## config.mk

```make
export PLATFORM = sky130hd
export DESIGN_NAME = rx_ctrl_flat
export DESIGN_NICKNAME = d
export VERILOG_FILES = /design/src/rtl/rx_ctrl_if.sv /design/src/rtl/rx_ctrl.sv /design/src/flat_wrapper.sv
export SDC_FILE = /design/constraint.sdc
export NUM_CORES = 1
export LEC_CHECK = 0
export ABC_AREA = 1
export BUFFER_PORTS_ARGS = -buffer_cell sky130_fd_sc_hd__clkbuf_2
export CELL_PAD_IN_SITES_DETAIL_PLACEMENT = 0
export CELL_PAD_IN_SITES_GLOBAL_PLACEMENT = 1
export CORE_MARGIN = 3
export CORE_UTILIZATION = 43
export CTS_CLUSTER_SIZE = 14
export DETAILED_ROUTE_END_ITERATION = 7
export GPL_TIMING_DRIVEN = 0
export PLACE_DENSITY_LB_ADDON = 0.1
export SLEW_MARGIN = 40
export SYNTH_ARGS = -nofsm -noshare
export SYNTH_HDL_FRONTEND = slang
export SYNTH_SLANG_ARGS = --single-unit
```

## constraint.sdc

```tcl
create_clock -name i_Pclk -period 3.3 [get_ports i_Pclk]
set_clock_uncertainty 0.15 [all_clocks]
set_input_delay 0.66 -clock i_Pclk [delete_from_list [all_inputs] [get_ports i_Pclk]]
set_output_delay 0.66 -clock i_Pclk [all_outputs]
set_load 0.1 [all_outputs]
```

## src/rtl/rx_ctrl_if.sv

```systemverilog
// Host and rxshift signal bundle for rx_ctrl; the controller connects through
// the slave modport, and the driving side (host/bench) uses master.
interface rx_ctrl_if #(
  parameter int AW = 2
);
  logic          i_Rx_En;
  logic [7:0]    i_Baud;
  logic          i_Rx_Serial;
  logic          o_Shift_Enable;
  logic [7:0]    o_Shift_Baud;
  logic [7:0]    i_Shift_Data;
  logic          i_Shift_Done;
  logic [7:0]    o_Rx_Data;
  logic          o_Rx_Valid;
  logic          i_Rx_Ready;
  logic [AW:0]   o_Count;
  logic          o_Busy;
  logic          o_Frame_Err;
  logic          o_Overrun;
  logic          o_Cfg_Err;
  logic          i_Clr_Err;

  modport slave (
    input  i_Rx_En, i_Baud, i_Rx_Serial, i_Shift_Data, i_Shift_Done,
           i_Rx_Ready, i_Clr_Err,
    output o_Shift_Enable, o_Shift_Baud, o_Rx_Data, o_Rx_Valid, o_Count,
           o_Busy, o_Frame_Err, o_Overrun, o_Cfg_Err
  );

  modport master (
    output i_Rx_En, i_Baud, i_Rx_Serial, i_Shift_Data, i_Shift_Done,
           i_Rx_Ready, i_Clr_Err,
    input  o_Shift_Enable, o_Shift_Baud, o_Rx_Data, o_Rx_Valid, o_Count,
           o_Busy, o_Frame_Err, o_Overrun, o_Cfg_Err
  );
endinterface

```

## src/rtl/rx_ctrl.sv

```systemverilog
// USRT receive controller: arms rxshift after an idle line, checks the stop
// bit, and buffers accepted bytes in a DEPTH-entry FIFO with sticky errors.
module rx_ctrl #(
  parameter int DEPTH    = 4,
  parameter int AW       = 2,
  parameter int IDLE_CYC = 4
) (
  input logic        i_Pclk,
  input logic        i_Rst,
  rx_ctrl_if.slave   bus
);

  typedef enum logic [1:0] {S_IDLE, S_ARM, S_LISTEN, S_STOP} state_e;

  localparam int ICW = $clog2(IDLE_CYC + 1);
  localparam logic [ICW-1:0] ICNT_ONE  = ICW'(1);
  localparam logic [ICW-1:0] ICNT_LAST = ICW'(IDLE_CYC - 1);
  localparam logic [AW:0]    CNT_FULL  = (AW+1)'(DEPTH);
  localparam logic [AW:0]    CNT_ONE   = (AW+1)'(1);
  localparam logic [AW-1:0]  PTR_ONE   = AW'(1);

  state_e          state_q, state_d;
  logic [ICW-1:0]  idle_cnt_q, idle_cnt_d;
  logic [7:0]      bit_cnt_q, bit_cnt_d;
  logic [7:0]      baud_q, baud_d;
  logic [7:0]      hold_q, hold_d;
  logic            fe_q, fe_d, ov_q, ov_d, ce_q, ce_d;

  logic [7:0]      mem_q [DEPTH];
  logic [AW-1:0]   wr_ptr_q, rd_ptr_q;
  logic [AW:0]     cnt_q, cnt_d;

  logic            good_stop, fe_set, ce_set, ov_set;
  logic            push, pop, full;

  assign full = (cnt_q == CNT_FULL);
  assign pop  = (cnt_q != '0) & bus.i_Rx_Ready;
  // A pop in the same cycle frees the slot, so a full FIFO still accepts the byte.
  assign push   = good_stop & (~full | pop);
  assign ov_set = good_stop & full & ~pop;

  always_comb begin
    state_d    = state_q;
    idle_cnt_d = idle_cnt_q;
    bit_cnt_d  = bit_cnt_q;
    baud_d     = baud_q;
    hold_d     = hold_q;
    good_stop  = 1'b0;
    fe_set     = 1'b0;
    ce_set     = 1'b0;
    if (!bus.i_Rx_En) begin
      state_d    = S_IDLE;
      idle_cnt_d = '0;
    end else begin
      unique case (state_q)
        S_IDLE: begin
          idle_cnt_d = '0;
          if (bus.i_Baud >= 8'd2) begin
            baud_d  = bus.i_Baud;
            state_d = S_ARM;
          end else begin
            ce_set = 1'b1;
          end
        end
        S_ARM: begin
          if (bus.i_Rx_Serial) begin
            if (idle_cnt_q == ICNT_LAST) begin
              idle_cnt_d = '0;
              state_d    = S_LISTEN;
            end else begin
              idle_cnt_d = idle_cnt_q + ICNT_ONE;
            end
          end else begin
            idle_cnt_d = '0;
          end
        end
        S_LISTEN: begin
          if (bus.i_Shift_Done) begin
            hold_d    = bus.i_Shift_Data;
            bit_cnt_d = '0;
            state_d   = S_STOP;
          end
        end
        S_STOP: begin
          // Sample mid-way through the stop bit.
          if (bit_cnt_q == (baud_q >> 1)) begin
            if (bus.i_Rx_Serial) good_stop = 1'b1;
            else                 fe_set    = 1'b1;
            idle_cnt_d = '0;
            state_d    = S_ARM;
          end else begin
            bit_cnt_d = bit_cnt_q + 8'd1;
          end
        end
        default: state_d = S_IDLE;
      endcase
    end
  end

  always_comb begin
    cnt_d = cnt_q;
    unique case ({push, pop})
      2'b10:   cnt_d = cnt_q + CNT_ONE;
      2'b01:   cnt_d = cnt_q - CNT_ONE;
      default: cnt_d = cnt_q;
    endcase
    fe_d = (fe_q & ~bus.i_Clr_Err) | fe_set;
    ov_d = (ov_q & ~bus.i_Clr_Err) | ov_set;
    ce_d = (ce_q & ~bus.i_Clr_Err) | ce_set;
  end

  always_ff @(posedge i_Pclk or posedge i_Rst) begin
    if (i_Rst) begin
      state_q    <= S_IDLE;
      idle_cnt_q <= '0;
      bit_cnt_q  <= '0;
      baud_q     <= '0;
      hold_q     <= '0;
      fe_q       <= 1'b0;
      ov_q       <= 1'b0;
      ce_q       <= 1'b0;
      wr_ptr_q   <= '0;
      rd_ptr_q   <= '0;
      cnt_q      <= '0;
      for (int unsigned i = 0; i < DEPTH; i++) mem_q[i] <= '0;
    end else begin
      state_q    <= state_d;
      idle_cnt_q <= idle_cnt_d;
      bit_cnt_q  <= bit_cnt_d;
      baud_q     <= baud_d;
      hold_q     <= hold_d;
      fe_q       <= fe_d;
      ov_q       <= ov_d;
      ce_q       <= ce_d;
      cnt_q      <= cnt_d;
      if (push) begin
        mem_q[wr_ptr_q] <= hold_q;
        wr_ptr_q        <= wr_ptr_q + PTR_ONE;
      end
      if (pop) rd_ptr_q <= rd_ptr_q + PTR_ONE;
    end
  end

  assign bus.o_Shift_Enable = (state_q == S_LISTEN);
  assign bus.o_Busy         = (state_q == S_LISTEN) | (state_q == S_STOP);
  assign bus.o_Shift_Baud   = baud_q;
  assign bus.o_Rx_Data      = mem_q[rd_ptr_q];
  assign bus.o_Rx_Valid     = (cnt_q != '0);
  assign bus.o_Count        = cnt_q;
  assign bus.o_Frame_Err    = fe_q;
  assign bus.o_Overrun      = ov_q;
  assign bus.o_Cfg_Err      = ce_q;

endmodule

```

## src/flat_wrapper.sv

```systemverilog
// flat-port wrapper written by rule: the top's interface ports become plain ports
module rx_ctrl_flat 
#(
  parameter int DEPTH    = 4,
  parameter int AW       = 2,
  parameter int IDLE_CYC = 4
)
  (i_Pclk, i_Rst, bus_i_Rx_En, bus_i_Baud, bus_i_Rx_Serial, bus_i_Shift_Data, bus_i_Shift_Done, bus_i_Rx_Ready, bus_i_Clr_Err, bus_o_Shift_Enable, bus_o_Shift_Baud, bus_o_Rx_Data, bus_o_Rx_Valid, bus_o_Count, bus_o_Busy, bus_o_Frame_Err, bus_o_Overrun, bus_o_Cfg_Err);
  rx_ctrl_if #(.AW(AW)) bus_i ();
  input logic i_Pclk;
  input logic i_Rst;
  input wire logic [$bits(bus_i.i_Rx_En)-1:0] bus_i_Rx_En;
  input wire logic [$bits(bus_i.i_Baud)-1:0] bus_i_Baud;
  input wire logic [$bits(bus_i.i_Rx_Serial)-1:0] bus_i_Rx_Serial;
  input wire logic [$bits(bus_i.i_Shift_Data)-1:0] bus_i_Shift_Data;
  input wire logic [$bits(bus_i.i_Shift_Done)-1:0] bus_i_Shift_Done;
  input wire logic [$bits(bus_i.i_Rx_Ready)-1:0] bus_i_Rx_Ready;
  input wire logic [$bits(bus_i.i_Clr_Err)-1:0] bus_i_Clr_Err;
  output wire logic [$bits(bus_i.o_Shift_Enable)-1:0] bus_o_Shift_Enable;
  output wire logic [$bits(bus_i.o_Shift_Baud)-1:0] bus_o_Shift_Baud;
  output wire logic [$bits(bus_i.o_Rx_Data)-1:0] bus_o_Rx_Data;
  output wire logic [$bits(bus_i.o_Rx_Valid)-1:0] bus_o_Rx_Valid;
  output wire logic [$bits(bus_i.o_Count)-1:0] bus_o_Count;
  output wire logic [$bits(bus_i.o_Busy)-1:0] bus_o_Busy;
  output wire logic [$bits(bus_i.o_Frame_Err)-1:0] bus_o_Frame_Err;
  output wire logic [$bits(bus_i.o_Overrun)-1:0] bus_o_Overrun;
  output wire logic [$bits(bus_i.o_Cfg_Err)-1:0] bus_o_Cfg_Err;
  assign bus_i.i_Rx_En = bus_i_Rx_En;
  assign bus_i.i_Baud = bus_i_Baud;
  assign bus_i.i_Rx_Serial = bus_i_Rx_Serial;
  assign bus_i.i_Shift_Data = bus_i_Shift_Data;
  assign bus_i.i_Shift_Done = bus_i_Shift_Done;
  assign bus_i.i_Rx_Ready = bus_i_Rx_Ready;
  assign bus_i.i_Clr_Err = bus_i_Clr_Err;
  assign bus_o_Shift_Enable = bus_i.o_Shift_Enable;
  assign bus_o_Shift_Baud = bus_i.o_Shift_Baud;
  assign bus_o_Rx_Data = bus_i.o_Rx_Data;
  assign bus_o_Rx_Valid = bus_i.o_Rx_Valid;
  assign bus_o_Count = bus_i.o_Count;
  assign bus_o_Busy = bus_i.o_Busy;
  assign bus_o_Frame_Err = bus_i.o_Frame_Err;
  assign bus_o_Overrun = bus_i.o_Overrun;
  assign bus_o_Cfg_Err = bus_i.o_Cfg_Err;
  rx_ctrl #(.DEPTH(DEPTH), .AW(AW), .IDLE_CYC(IDLE_CYC)) u_core (.i_Pclk(i_Pclk), .i_Rst(i_Rst), .bus(bus_i));
endmodule
```

==> results of run 1 <==
## per-stage QoR
step / TNS (ns) / util / cell area (sq um)
after global routing: 0 / 0.529 / 4130
after CTS: 0 / 0.529 / 4130
after global placement: -21.55 / 0.498 / 3880
after floorplan: 0 / - / 3520
final: 0 / 0.529 / 4130
after detailed placement: 0 / 0.501 / 3910
## layer usage
| metal | global-route usage | wire [um] | vias up |
|---|---|---|---|
| li1 | - | - | 1450 |
| met1 | 0.236 | 3540 | 1347 |
| met2 | 0.322 | 3980 | 46 |
| met3 | 0.0336 | 340 | 9 |
| met4 | 0.0713 | 94 | 0 |
| met5 | 0 | 0 | - |
## where the power goes
group | leakage [nW] | switching (W) | internal, W
combinational | 1.10 | 0.00174 | 0.000385
clock | 0.102 | 0.000361 | 0.000427
sequential | 0.921 | 0.000108 | 0.00103
total | 2.12 | 0.00221 | 0.00184
## cells in the final DEF, fill, tap and decap left out, types with 2 or more instances in the layout
cell,synthesis,layout
nor2_4,2,2
nor2_1,47,47
a21oi_1,18,18
o22ai_2,0,2
buf_6,4,4
o21ai_0,29,29
clkbuf_1,8,8
o22ai_1,10,8
inv_6,0,2
nand2_1,88,88
inv_2,4,4
o211ai_1,2,2
dfrtp_1,71,71
buf_2,1,4
nand2_4,5,5
xor2_1,5,5
nand4_1,5,5
clkbuf_8,0,9
inv_1,46,45
o21ai_2,8,8
nand3_1,12,12
ha_1,10,9
o21ai_1,24,24
bufinv_16,0,2
clkbuf_2,0,44
clkinvlp_4,0,3
## cell type report
type,count,area [sq um],share of cell area
buffer,13,80.1,0.0194
sequential,71,1780,0.430
multi-input combinational,278,1480,0.358
clock inverter,7,96.3,0.0233
tap,102,128,0.0309
clock buffer,9,124,0.0300
inverter,50,193,0.0467
timing repair buffer,48,255,0.0618
## final timing paths
check	end	slack, ns	depth (start not counted)
min	u_core.mem_q[3]$_DFFE_PP0P_	0.11	2
max reg2reg	u_core.bit_cnt_q[3]$_DFFE_PP0P_	0.89	8
min reg2reg	u_core.mem_q[19]$_DFFE_PP0P_	0.33	2
max in group asynchronous	u_core.bus.o_Shift_Baud[5]$_DFFE_PP0P_	2.37	3
max	bus_o_Rx_Data[1]	0.20	6
min in group i_Pclk	u_core.mem_q[19]$_DFFE_PP0P_	0.33	2
## state kept, by name, summed over array words and instances, names as in the netlist
name and flops:
u_core.mem_q 32, u_core.hold_q 8, u_core.rd_ptr_q 2, u_core.bus.o_Shift_Baud 8, u_core.bus.o_Count 3, u_core.wr_ptr_q 2
u_core.state_q 2, u_core.idle_cnt_q 3, u_core.bus.o_Overrun 1, u_core.bus.o_Cfg_Err 1, u_core.bus.o_Frame_Err 1, u_core.bit_cnt_q 8
## worst register-to-register path: cells and delay by family (launching register included)
kind / cells / cell delay, ns
AOI/OAI and AO/OA: 3 / 0.72
and+or+nand+nor: 1 / 0.11
adders and majority gates: 1 / 0.15
DFF: 1 / 0.40
buffers and inverters: 3 / 0.73
## cells by family after synthesis
family,Yosys count,synth area share
AO/OA/AOI/OAI,97,0.159
XOR/XNOR,5,0.0125
AND/OR/NAND/NOR,165,0.204
flip-flops,71,0.507
buffers and inverters,63,0.0763
adder cells (fa/ha/maj),11,0.0414
## repair_timing
action	in CTS	in global routing
setup endpoints to repair	0	3
hold endpoints to repair	0	0
resized for setup	0	3
==> out/metrics.csv, run 1 <==
metric;value;unit
gr-total-overflow;0;
gp_congestion;0.814;
n_fill_cell;777;
final_nets;505;
post_cts_hold_buffer_count;0;
arrival;2.29;ns
portBuffers;47;
cts_made_buffers;9;
synth_edf_count;0;
synth_fp_nets;446;
slowest_stage;clkbuf_2;
critical_path.top_delay_family;buffers and inverters;
dpl.hpwl;5.88;mm
final-hold-violation-count;0;
fp.dieW;96.3;um
ys_ff_latch;71;
fin_cells;578;
initial_utilization;0.449;
synth_area_per_cell;8.51;sq um
crit_required;2.49;ns
start_kind;flip-flop;
drt-vias-per-instance;4.93;
worst_path_most_repeated_cell;clkbuf_1;
cts_setup_buffers;0;
wl_per_cell;13.8;um
clock_path_buffers;2;
diodes;0;
period_minus_slack;3.10;ns
max_freq;322;MHz
rsz0062_at_grt;false;
grt_pass1_wl;13.4;mm
io_pins;48;
placed_cells;562;
setup_ws;0.199;ns
critPathBufInv;4;
route.final.wire_length;7.95;mm
yosysWarnings;0;
fin_crit_sh;0.940;
hold-worst-slack;0.109;ns
coreArea;7810;sq um
synth_cells;412;
synth.distinct_cells;33;
maxSlewHeadroom;0.613;
cts_root_buf;clkbuf_8;
drive_above_1_share;0.202;
startpoint;u_core.rd_ptr_q[0]$_DFFE_PP0P_;
antenna_found_initial;0;
slew_viol_final;0;
track_usage;0.188;
drtAntennaViolNets;0;
worstPathCellList;clkbuf_1 > inv_1 > clkbuf_1 > nor2_1 > o22ai_1 > clkbuf_2;
insertion_delay;0.35;ns
path_class;reg2out;
p_per_area;983;nW/um^2
async_flop_share;1.00;
yosysTopAreaCell;dfrtp_1;
power.leakage;2.12;nW
max_stage_delay;0.48;ns
p_total;0.00406;W
hold_path.class;in2async;
cp-end-kind;primary output;
drtIter0Drc;89;
cts_max_level;3;
place_ws;0.525;ns
status;complete, no violations;
seq_area_frac_synth;0.507;
irDropWorstVdd;717;uV
syn_area;3510;sq um
synth_top_area_frac;0.507;
die_y;96.3;um
vias;2852;
syn2layout_area_growth;17.8;%
yosys-top-cells-area;dfrtp_1 51%, nand2_1 9.4%, nor2_1 5.0%;
ys.flop_type;dfrtp_1;
cts.sinks;71;
drc;0;
cap_violations;0;
crit_fanout;10;
yosys-top-cells-count;88 x nand2_1, 71 x dfrtp_1, 47 x nor2_1;
fp.dieArea;9280;sq um
worstMarginPinSlew;0.581;ns
grt_pass1_vias;2842;
grt_max_degree;42;
finalSetupViolCount;0;
r2r-start;u_core.state_q[1]$_DFFE_PP0P_;
rows;32;
cts_tree;done;
firstDrtPassIters;4;
clkTransAtPathRegs;0.08;ns
post-synth-top-count-cell;nand2_1;
No activity file was read; power rests on OpenSTA's default activity.
==> run 2, diff against run 1 <==
- PLACE_DENSITY: unset -> 0.81
- PLACE_DENSITY_LB_ADDON: 0.1 -> unset
==> run 2 against run 1 <==
  * Combinational power barely moved
  * Fmax increased by 0.51%
  * Sequential power about the same
  * Largest cell class unchanged
  * Via count grew 0.18%
  * Clock power shrank 2%
  * Wire length decreased by 1.7%
  * Setup slack improved by 0.016 ns
  * Design area is 0.21% higher
==> out/metrics.csv, run 2 (synthesis results as in run 1) <==
metric;value;unit
antenna_found_initial;0;
largest_register;u_core.mem_q;
final_nets;505;
portBuffers;47;
start_kind;flip-flop;
p_per_area;977;nW/um^2
gp_congestion;0.815;
path_class;reg2out;
cap_violations;0;
reg2reg_to;u_core.bit_cnt_q[3]$_DFFE_PP0P_;
hold_path.class;in2async;
power.leakage;2.14;nW
drive_above_1_share;0.204;
cts_max_level;3;
drt-vias-per-instance;4.94;
placed_cells;562;
diodes;0;
finalInstanceArea;4140;sq um
track_usage;0.186;
cts_tree;done;
insertion_delay;0.35;ns
cellInternalPower;0.00185;W
final-hold-violation-count;0;
cts_setup_buffers;0;
cts_root_buf;clkbuf_8;
post_cts_hold_buffer_count;0;
wl_per_cell;13.5;um
maxSlewHeadroom;0.603;
ff2ff_path_depth;8;
fp.dieArea;9280;sq um
syn2layout_area_growth;18.0;%
setup_ws;0.214;ns
cp-end-kind;primary output;
drc;0;
rows;32;
gr-total-overflow;0;
r2r-start;u_core.state_q[0]$_DFFE_PP0P_;
switchingPower;0.00220;W
irDropWorstVdd;696;uV
dpl.hpwl;5.89;mm
rsz0062_at_grt;false;
finalSetupTns;0;ns
coreArea;7810;sq um
route.final.wire_length;7.81;mm
cts_resized;0;
initial_utilization;0.449;
grt_max_degree;53;
drtIter0Drc;120;
arrival;2.28;ns
vias;2857;
grt_pass1_wl;13.1;mm
cts.sinks;71;
fp.dieW;96.3;um
seqPwrFrac;0.282;
fin_util;0.530;
p_sw_frac;0.543;
fin_crit_sh;0.935;
grt_pass1_vias;2751;
clock_path_buffers;2;
r2r_slack;0.90;ns
slew_viol_final;0;
drtAntennaViolNets;0;
cts_made_buffers;9;
p_comb_frac;0.527;
crit_required;2.49;ns
period_minus_slack;3.09;ns
die_y;96.3;um
firstDrtPassIters;4;
largest_reg_flops;32;
place_ws;0.395;ns
finalSetupViolCount;0;
clkTransAtPathRegs;0.08;ns
place_area;3920;sq um
worstMarginPinSlew;0.596;ns
crit_fanout;10;
startpoint;u_core.rd_ptr_q[0]$_DFFE_PP0P_;
max_freq;324;MHz
io_pins;48;
p_clk_frac;0.192;
status;complete, no violations;
final_cell_mix;88 x nand2_1, 71 x dfrtp_1, 48 x clkbuf_2, 47 x nor2_1, 45 x inv_1;
final_common_cell;nand2_1;
fin_cells;578;
run 2: cell count changes in the layout (fill, tap and decap cells not counted), sizes merged:
cell	before	now
clkbuf	61	64
buf	9	6
clkinvlp	3	0
clkinv	1	4
run 2: critical path: stages, from the launching register on:
cell and delay (ns):
dfrtp_1 0.33, clkbuf_1 0.30, inv_1 0.21, clkbuf_2 0.26, o21ai_0 0.34, o22ai_2 0.10, clkbuf_2 0.38
run 2: through the flow:
step	hold slack [ns]	power, W
after global routing	0.0868	0.00430
after global placement	0.311	0.00327
final	0.0814	0.00404
after CTS	0.0754	0.00408
after floorplan	0.300	0.00291
after detailed placement	0.314	0.00330
run 2: cell type report:
class                      instances  area (sq um)
buffer                            13          81.3
clock buffer                       9           124
clock inverter                     7          96.3
fill                             748          3670
inverter                          50           193
multi-input combinational        278          1480
sequential                        71          1780
tap                              102           128
timing repair buffer              48           263
run 2: power groups by stage:
stage,combinational [W],sequential (W),clock (W)
floorplan,0.00130,0.00161,0
global placement,0.00212,0.00115,0
detailed placement,0.00214,0.00116,0
CTS,0.00214,0.00114,0.000802
global route,0.00230,0.00116,0.000836
finish,0.00213,0.00114,0.000774
run 2: worst max-delay path by stage:
stage | slack (ns) | cells past startpoint | to
2_1_floorplan | 0.03 | 12 | u_core.bus.o_Count[2]$_DFFE_PP0P_
3_3_place_gp | -0.25 | 2 | u_core.mem_q[29]$_DFFE_PP0P_
3_5_place_dp | 0.40 | 6 | bus_o_Rx_Data[5]
4_1_cts | 0.002 | 6 | bus_o_Rx_Data[5]
5_1_grt | 0.05 | 5 | bus_o_Rx_Data[6]
6_report | 0.21 | 6 | bus_o_Rx_Data[5]
run 2: layer usage:
metal	wire, um	vias to the layer above	global-route usage
met5	0	-	0
met4	141	0	0.0853
met3	334	14	0.0360
met2	3630	58	0.293
met1	3710	1324	0.248
li1	-	1461	-
==> run 3, diff against run 2 <==
- RECOVER_POWER: unset -> 25
==> run 3 against run 2 <==
  * First-iteration DRC count shrank 2.5%
  * Via count grew 0.84%
  * Global-route usage is the same
  * Setup slack gained 0.016 ns
  * Sequential share of layout area grew 0.27 points
  * Critical path type unchanged
  * Largest cell class unchanged
==> out/metrics.csv, run 3 (synthesis results as in run 1) <==
metric;value;unit
drtAntennaViolNets;0;
crit_required;2.49;ns
p_sw_frac;0.544;
track_usage;0.186;
grt_use_met2;0.293;
worstMarginPinSlew;1.32;ns
finalInstanceArea;4110;sq um
slew_viol_final;0;
grt.met3_usage;0.0360;
gr-total-overflow;0;
coreArea;7810;sq um
reg2reg_to;u_core.bit_cnt_q[3]$_DFFE_PP0P_;
setup_ws;0.231;ns
critPathBufInv;3;
cellInternalPower;0.00184;W
drt-vias-per-instance;4.98;
crit_fanout;10;
hold_path.class;in2async;
finalSetupViolCount;0;
path_class;reg2out;
portBuffers;47;
hold-worst-slack;0.282;ns
p_comb_frac;0.526;
r2r_slack;0.90;ns
largest_register;u_core.mem_q;
p_total;0.00404;W
final_common_cell;nand2_1;
vias;2881;
rsz0062_at_grt;false;
grt_max_degree;53;
max_freq;326;MHz
period_minus_slack;3.07;ns
arrival;2.26;ns
cp-end-kind;primary output;
die_y;96.3;um
irDropWorstVdd;696;uV
cts_max_level;3;
fp.dieW;96.3;um
seqPwrFrac;0.282;
drtIter0Drc;117;
cp.depth;5;
r2r-start;u_core.state_q[1]$_DFFE_PP0P_;
final-hold-violation-count;0;
initial_utilization;0.449;
dpl.hpwl;5.89;mm
firstDrtPassIters;4;
insertion_delay;0.35;ns
grt_pass1_wl;13.1;mm
grt-busiest-layer;met2;
grt_pass1_vias;2751;
final_nets;505;
multi_input_comb_area;1480;sq um
place_area;3920;sq um
clock_path_buffers;2;
cts_tree;done;
route.final.wire_length;7.84;mm
cts_setup_buffers;0;
critical_path.top_delay_family;buffers and inverters;
n_fill_cell;751;
p_clk_frac;0.192;
cts_made_buffers;9;
max_stage_delay;0.48;ns
power.leakage;2.12;nW
fp.dieArea;9280;sq um
gp_congestion;0.815;
antenna_found_initial;0;
ff2ff_path_depth;8;
syn2layout_area_growth;17.3;%
place_ws;0.395;ns
io_pins;48;
slowest_stage;clkbuf_2;
wl_per_cell;13.6;um
cts_root_buf;clkbuf_8;
worstPathCellList;clkbuf_1 > clkbuf_1 > o21ai_0 > o22ai_2 > clkbuf_2;
diodes;0;
p_per_area;982;nW/um^2
switchingPower;0.00220;W
largest_reg_flops;32;
drive_above_1_share;0.204;
cts.sinks;71;
final_cell_mix;88 x nand2_1, 71 x dfrtp_1, 49 x clkbuf_2, 47 x nor2_1, 45 x inv_1;
fin_util;0.527;
start_kind;flip-flop;
worst_path_most_repeated_cell;clkbuf_1;
cap_violations;0;
use_met1;0.248;
fin_crit_sh;0.930;
rows;32;
status;complete, no violations;
drc;0;
clkTransAtPathRegs;0.08;ns
maxSlewHeadroom;0.123;
regArea;1780;sq um
## run 3: stage by stage
stage          setup TNS [ns]  std cells
2_1_floorplan               0        412
3_3_place_gp           -17.16        561
3_5_place_dp                0        562
4_1_cts                     0        578
5_1_grt                     0        578
6_report                    0        578
## run 3: cell type report
class | instances | share of cell area
flip-flops and latches | 71 | 0.432
multi-input cells | 278 | 0.359
repair buffers | 48 | 0.0584
inverters | 50 | 0.0459
well taps | 102 | 0.0310
clock buffers | 9 | 0.0301
clock inverters | 7 | 0.0234
plain buffers | 13 | 0.0198
## run 3: layer usage
| metal | share of wire | vias to the layer above |
|---|---|---|
| met5 | 0 | - |
| met4 | 0.018 | 0 |
| met3 | 0.050 | 14 |
| met2 | 0.47 | 68 |
| met1 | 0.47 | 1335 |
| li1 | - | 1464 |
## run 3: worst reg2reg max path, delay by kind of cell, from the launching register on
| kind | cells | cell delay [ns] |
|---|---|---|
| buf+inv | 3 | 0.74 |
| compound gates | 3 | 0.71 |
| flops | 1 | 0.40 |
| fa+ha+maj | 1 | 0.16 |
| simple gates | 1 | 0.12 |
## run 3: timing repair
| action | in CTS | in global routing |
|---|---|---|
| endpoints found under the setup margin | 0 | 5 |
| hold buffers | 0 | 0 |
| gates resized for setup | 0 | 2 |
## run 3: how the worst max path moves through the flow
stage / start / end / slack (ns)
6_report: u_core.rd_ptr_q[0]$_DFFE_PP0P_ / bus_o_Rx_Data[6] / 0.23
5_1_grt: u_core.rd_ptr_q[0]$_DFFE_PP0P_ / bus_o_Rx_Data[6] / 0.05
4_1_cts: u_core.rd_ptr_q[0]$_DFFE_PP0P_ / bus_o_Rx_Data[5] / 0.002
3_5_place_dp: u_core.rd_ptr_q[0]$_DFFE_PP0P_ / bus_o_Rx_Data[5] / 0.40
3_3_place_gp: i_Rst / u_core.mem_q[29]$_DFFE_PP0P_ / -0.25
2_1_floorplan: u_core.bus.o_Count[1]$_DFFE_PP0P_ / u_core.bus.o_Count[2]$_DFFE_PP0P_ / 0.03
## run 3: power groups by stage
stage	Sequential [W]	Combinational (W)	Clock, W
floorplan	0.00161	0.00130	0
global placement	0.00115	0.00212	0
detailed placement	0.00116	0.00214	0
CTS	0.00114	0.00214	0.000802
global route	0.00116	0.00229	0.000836
finish	0.00114	0.00212	0.000776
